--- config.mk ---
export PLATFORM = sky130hd
export DESIGN_NAME = fetch_unit
export DESIGN_NICKNAME = d
export VERILOG_FILES = /design/src/rtl/mips_pkg.sv /design/src/rtl/fetch_fifo.sv /design/src/rtl/fetch_unit.sv
export SDC_FILE = /design/constraint.sdc
export NUM_CORES = 1
export LEC_CHECK = 0
export BUFFER_PORTS_ARGS = -buffer_cell sky130_fd_sc_hd__clkbuf_2
export CELL_PAD_IN_SITES_DETAIL_PLACEMENT = 0
export CELL_PAD_IN_SITES_GLOBAL_PLACEMENT = 1
export CORE_AREA = 2 2 85 87
export CTS_CLUSTER_DIAMETER = 80
export DETAILED_ROUTE_END_ITERATION = 8
export DIE_AREA = 0 0 87 89
export PLACE_DENSITY_LB_ADDON = 0.1
export SETUP_SLACK_MARGIN = 0.2
export SLEW_MARGIN = 20
export SYNTH_ARGS = -nofsm -noshare
export SYNTH_HDL_FRONTEND = slang
export SYNTH_SLANG_ARGS = --single-unit
--- constraint.sdc ---
create_clock -name clk -period 5.1 [get_ports clk]
set_input_delay 0.51 -clock clk [delete_from_list [all_inputs] [get_ports clk]]
set_output_delay 0.51 -clock clk [all_outputs]
set_load 0.02 [all_outputs]
--- src/rtl/mips_pkg.sv ---
// Shared definitions for the front end of the pipeline.
// Holds default widths for the fetch path and the {pc, instr} record.
// Fetch and decode both use that record.
package mips_pkg;

  localparam int unsigned MIPS_ADDR_W   = 8;
  localparam int unsigned MIPS_DATA_W   = 16;
  localparam int unsigned MIPS_RESET_PC = 0;

  typedef struct packed {
    logic [MIPS_ADDR_W-1:0] pc;
    logic [MIPS_DATA_W-1:0] instr;
  } fetch_entry_t;

endpackage

--- src/rtl/fetch_fifo.sv ---
// fetch_fifo: 2-entry synchronous FIFO of fetched {pc, instr} records.
//   clk, rst_n   : clock, async active-low reset (clears storage too)
//   push_i       : write wdata_i at tail
//   pop_i        : advance head
//   flush_i      : drop all entries; wins over push/pop
//   wdata_i      : entry to write
//   head_o       : entry at head (meaningful when count_o != 0)
//   count_o      : occupancy 0..2
module fetch_fifo
  import mips_pkg::*;
#(
  parameter type entry_t = fetch_entry_t
) (
  input  logic       clk,
  input  logic       rst_n,
  input  logic       push_i,
  input  logic       pop_i,
  input  logic       flush_i,
  input  entry_t     wdata_i,
  output entry_t     head_o,
  output logic [1:0] count_o
);

  entry_t     mem_q [2];
  logic       wptr_q, rptr_q;
  logic [1:0] count_q;

  always_ff @(posedge clk or negedge rst_n) begin
    if (!rst_n) begin
      mem_q[0] <= '0;
      mem_q[1] <= '0;
      wptr_q   <= 1'b0;
      rptr_q   <= 1'b0;
      count_q  <= 2'd0;
    end else if (flush_i) begin
      wptr_q  <= 1'b0;
      rptr_q  <= 1'b0;
      count_q <= 2'd0;
    end else begin
      if (push_i) begin
        mem_q[wptr_q] <= wdata_i;
        wptr_q        <= ~wptr_q;
      end
      if (pop_i) rptr_q <= ~rptr_q;
      count_q <= count_q + {1'b0, push_i} - {1'b0, pop_i};
    end
  end

  assign head_o  = mem_q[rptr_q];
  assign count_o = count_q;

  // The upstream credit rule must keep these from ever happening.
  a_no_overflow : assert property (@(posedge clk) disable iff (!rst_n)
    !(push_i && !pop_i && !flush_i && count_q == 2'd2));
  a_no_underflow : assert property (@(posedge clk) disable iff (!rst_n)
    !(pop_i && !flush_i && count_q == 2'd0));

endmodule

--- src/rtl/fetch_unit.sv ---
// fetch_unit: instruction fetch stage in front of a 1-cycle-latency ROM.
//   clk, rst           : clock, async active-low reset
//   i_en               : fetch enable (gates new requests only)
//   i_redirect/_pc     : load new PC, flush in-flight and buffered words
//   o_rom_rd/_raddr    : ROM read strobe / word address
//   i_rom_rdata        : ROM data, valid the cycle after o_rom_rd
//   o_valid/o_instr/o_pc, i_ready : valid/ready handshake to decode
// One request may be in flight. A request issues only if the buffered
// word, the in-flight word and the new word all fit in the 2-entry buffer.
module fetch_unit
  import mips_pkg::*;
#(
  parameter int unsigned ADDR_W   = MIPS_ADDR_W,
  parameter int unsigned DATA_W   = MIPS_DATA_W,
  parameter int unsigned RESET_PC = MIPS_RESET_PC
) (
  input  logic              clk,
  input  logic              rst,
  input  logic              i_en,
  input  logic              i_redirect,
  input  logic [ADDR_W-1:0] i_redirect_pc,
  output logic              o_rom_rd,
  output logic [ADDR_W-1:0] o_rom_raddr,
  input  logic [DATA_W-1:0] i_rom_rdata,
  output logic              o_valid,
  output logic [DATA_W-1:0] o_instr,
  output logic [ADDR_W-1:0] o_pc,
  input  logic              i_ready
);

  typedef struct packed {
    logic [ADDR_W-1:0] pc;
    logic [DATA_W-1:0] instr;
  } entry_t;

  localparam logic [ADDR_W-1:0] PC_RST = ADDR_W'(RESET_PC);

  logic [ADDR_W-1:0] pc_q, pend_pc_q;
  logic              pend_q;
  logic [1:0]        count;
  entry_t            head, wdata;
  logic [2:0]        occ;
  logic              pop, push, issue;

  assign o_valid = (count != 2'd0);
  assign pop     = o_valid & i_ready;
  // pop implies count >= 1, so this never underflows.
  assign occ     = {1'b0, count} + {2'b00, pend_q} - {2'b00, pop};
  // Gated by rst so the strobe reads 0 while reset is held.
  assign issue   = rst & i_en & ~i_redirect & (occ < 3'd2);
  // Data returning in a redirect cycle belongs to the old stream.
  assign push    = pend_q & ~i_redirect;

  assign o_rom_rd    = issue;
  assign o_rom_raddr = pc_q;

  always_ff @(posedge clk or negedge rst) begin
    if (!rst) begin
      pc_q      <= PC_RST;
      pend_q    <= 1'b0;
      pend_pc_q <= '0;
    end else if (i_redirect) begin
      pc_q   <= i_redirect_pc;
      pend_q <= 1'b0;
    end else begin
      pend_q <= issue;
      if (issue) begin
        pend_pc_q <= pc_q;
        pc_q      <= pc_q + 1'b1;
      end
    end
  end

  assign wdata = '{pc: pend_pc_q, instr: i_rom_rdata};

  fetch_fifo #(.entry_t(entry_t)) u_fifo (
    .clk     (clk),
    .rst_n   (rst),
    .push_i  (push),
    .pop_i   (pop),
    .flush_i (i_redirect),
    .wdata_i (wdata),
    .head_o  (head),
    .count_o (count)
  );

  assign o_instr = head.instr;
  assign o_pc    = head.pc;

endmodule

==> flow_summary.json <==
{
  "netSwitchingFraction": 0.341,
  "grt_pass1_wl_microns": 9560,
  "drt-wirelength-per-cell_microns": 15.1,
  "worst-path-buf-inv": 3,
  "grt_pass1_vias": 1960,
  "clkLatencyLatePin_ns": 0.33,
  "crit_end": "o_rom_rd",
  "p_leak_nw": 1.86,
  "timing.rr.start": "u_fifo.count_o[1]$_DFF_PN0_",
  "ant_nets": 0,
  "syn_nets": 256,
  "cpPeakStageDelay_ns": 0.65,
  "synthCells": 222,
  "ys_ff_latch": 69,
  "powerDensity_mw_per_mm2": 598,
  "path_delay_family": "simple AND/OR/NAND/NOR gates",
  "critPathMostFrequentCell": "inv_1",
  "combPwrFrac": 0.399,
  "fin_crit_sh": 0.762,
  "worstReg2RegEnd": "o_rom_raddr[7]$_DFFE_PN0P_",
  "wl_microns": 5590,
  "path_class": "reg -> out",
  "dr.pass1.iters": 4,
  "die_w_microns": 87,
  "portBuffers": 62,
  "finalCriticalPeriod_ns": 3.88,
  "startpoint": "u_fifo.count_o[1]$_DFF_PN0_",
  "synth.largest_area_cell": "dfrtp_1",
  "die_area_sq_mm": 0.00774,
  "reg2reg_slack_ns": 1.65,
  "num_io_pins": 63,
  "cts_buffers": 9,
  "switchingPower_w": 0.000755,
  "netlist_area_sq_mm": 0.00315,
  "grt_antenna_before_repair": 0,
  "maxCapViolations": 0,
  "status": "completed",
  "cp-start-kind": "flop",
  "hp-class": "in -> reg",
  "via_per_inst": 5.22,
  "dr_total_vias": 1926,
  "clock_skew_ns": 0.00967,
  "yosys-top-cells-area": "dfrtp_1 (55%), mux2_2 (25%), mux2_4 (3.3%)",
  "core_area_sq_mm": 0.00672,
  "drtIter0Drc": 73,
  "cts_num_sinks": 69,
  "p_int_w": 0.00146,
  "rr_worst_depth": 11,
  "grtUsageTotal": 0.161,
  "p_seq_frac": 0.407,
  "crit_arrival_ns": 3.37,
  "cts-htree-levels": 3,
  "endpoint_kind": "output port",
  "yosys_warnings": 0,
  "clkPwrFrac": 0.194,
  "nets": 321,
  "hold_depth": 3,
  "grt_remaining_overflow": 0,
  "worst_slew_pin_slew_ns": 0.864,
  "drc": 0,
  "tritoncts": "yes",
  "clkTransAtPathRegs_ns": 0.07,
  "finalSetupViolations": 0,
  "holdWs_ns": 0.388,
  "post-dp-hpwl_microns": 3670,
  "cts_hold_buf": 0,
  "clk_path_buf_depth": 2,
  "synthDominantCellAreaShare": 0.548,
  "hold_viol_final": 0,
  "start_util": 0.469,
  "grt_setup_unrepaired": "no",
  "avgSynthCellArea_sq_um": 14.2,
  "cts_root_buf": "clkbuf_8",
  "drv_slew": 0,
  "path_depth": 10,
  "grt_max_degree": 70,
  "vdd.ir_drop.worst_v": 0.000260,
  "layout-drive-gt1-share": 0.547,
  "fp.dieH_microns": 89,
  "cp_max_fo": 20,
  "relSlewSlack": 0.424,
  "gp_congestion": 0.792,
  "seq_area_frac_synth": 0.548,
  "post_cts_buffers": 0,
  "ctsResizeCount": 0,
  "antenna_cells": 0,
  "fin_setup_tns_ns": 0,
  "layout_common_cells": "mux2_2 (69), dfrtp_1 (69), clkbuf_2 (61)",
  "area_growth_pct": 17.6,
  "std_cell_rows": 30,
  "fillers": 584,
  "path_cells": "or2_2, and2_1, ha_1, inv_1, nand2_1, fa_1, xor2_1, or2_1, inv_1, clkbuf_2",
  "cp_slowest_cell": "or2_1",
  "synth_cell_type_count": 35,
  "crit_required_ns": 4.59,
  "fmax_mhz": 257
}
cells by family (layout without fill, tap and decap cells):
kind of cell / after synthesis / after routing / share of synthesized area
AO/OA/AOI/OAI: 18 / 18 / 0.0405
AND/OR/NAND/NOR: 27 / 27 / 0.0532
buffers and inverters: 19 / 86 / 0.0314
adder cells (fa/ha/maj): 5 / 5 / 0.0222
flip-flops: 69 / 69 / 0.548
XOR/XNOR: 5 / 5 / 0.0139
multiplexers: 79 / 79 / 0.291
metrics by stage:
stage / utilization / instance area (sq um) / std cells / setup WS, ns / total power (W)
floorplan: - / 3150 / 222 / 2.13 / 0.00156
global placement: 0.523 / 3520 / 356 / 1.58 / 0.00179
detailed placement: 0.523 / 3520 / 356 / 1.51 / 0.00181
CTS: 0.551 / 3700 / 369 / 1.15 / 0.00225
global route: 0.552 / 3710 / 369 / 0.958 / 0.00237
finish: 0.552 / 3710 / 369 / 1.22 / 0.00222
metal layers:
| layer | routed length, microns | vias to the layer above | track usage | part of all wire |
|---|---|---|---|---|
| met3 | 300 | 5 | 0.0452 | 0.054 |
| li1 | - | 918 | - | - |
| met5 | 0 | - | 0 | 0 |
| met2 | 2420 | 49 | 0.243 | 0.43 |
| met1 | 2820 | 954 | 0.224 | 0.50 |
| met4 | 51 | 0 | 0.0554 | 0.0091 |
cells in the mapped netlist:
cell type and number:
and2_1 2, mux2_1 3, a22oi_1 1, fa_1 1
nor3b_1 3, a21oi_1 1, or2_1 1, a21bo_1 1
nor4_1 2, or2_2 1, dfrtp_1 69, nor2_1 4
and3_1 1, buf_1 1, xnor2_1 4, buf_4 2
buf_2 4, o21ai_0 8, nor3_1 1, nand2_1 5
a21boi_0 1, xor2_1 1, ha_1 4, buf_6 2
mux2_4 7, inv_1 8, nand4_1 1, nand3_1 1
a221o_1 5, mux2_2 69, nand4b_4 1, clkbuf_1 2
and4_1 1, o21bai_1 1, nor2b_1 3
worst register-to-register path, cell delays in order, from the launching register on:
cell	delay, ns
dfrtp_1	0.43
or2_2	0.32
and2_1	0.18
ha_1	0.27
inv_1	0.07
nand2_1	0.06
fa_1	0.37
xor2_1	0.21
or2_1	0.65
inv_1	0.25
a21bo_1	0.22
a221o_1	0.28
state kept, by name, summed over array words and instances (netlist names):
name,flops
o_rom_raddr,8
u_fifo.mem_q,48
u_fifo.wptr_q,1
pend_q,1
u_fifo.rptr_q,1
u_fifo.count_o,2
pend_pc_q,8
how the worst min path moves through the flow:
stage | startpoint | endpoint
floorplan | rst | o_rom_raddr[0]$_DFFE_PN0P_
global placement | u_fifo.mem_q[39]$_DFFE_PN0P_ | u_fifo.mem_q[39]$_DFFE_PN0P_
detailed placement | u_fifo.mem_q[39]$_DFFE_PN0P_ | u_fifo.mem_q[39]$_DFFE_PN0P_
CTS | i_redirect_pc[0] | o_rom_raddr[0]$_DFFE_PN0P_
global route | i_rom_rdata[1] | u_fifo.mem_q[1]$_DFFE_PN0P_
finish | i_redirect_pc[0] | o_rom_raddr[0]$_DFFE_PN0P_
cell type report:
type | instances | area (sq um) | area share
repair buffers | 65 | 333 | 0.0898
clock inverters | 2 | 35.0 | 0.00945
flip-flops and latches | 69 | 1730 | 0.466
clock buffers | 11 | 151 | 0.0409
inverters | 8 | 30.0 | 0.00810
multi-input cells | 134 | 1330 | 0.359
well taps | 80 | 100 | 0.0270
power by group through the flow:
stage / Clock (W) / Sequential (W) / Combinational (W)
4_1_cts: 0.000443 / 0.000903 / 0.000899
6_report: 0.000431 / 0.000901 / 0.000885
5_1_grt: 0.000465 / 0.000937 / 0.000965
3_3_place_gp: 0 / 0.000906 / 0.000888
2_1_floorplan: 0 / 0.000888 / 0.000675
3_5_place_dp: 0 / 0.000914 / 0.000896
Power figures use the tool's default switching activity.
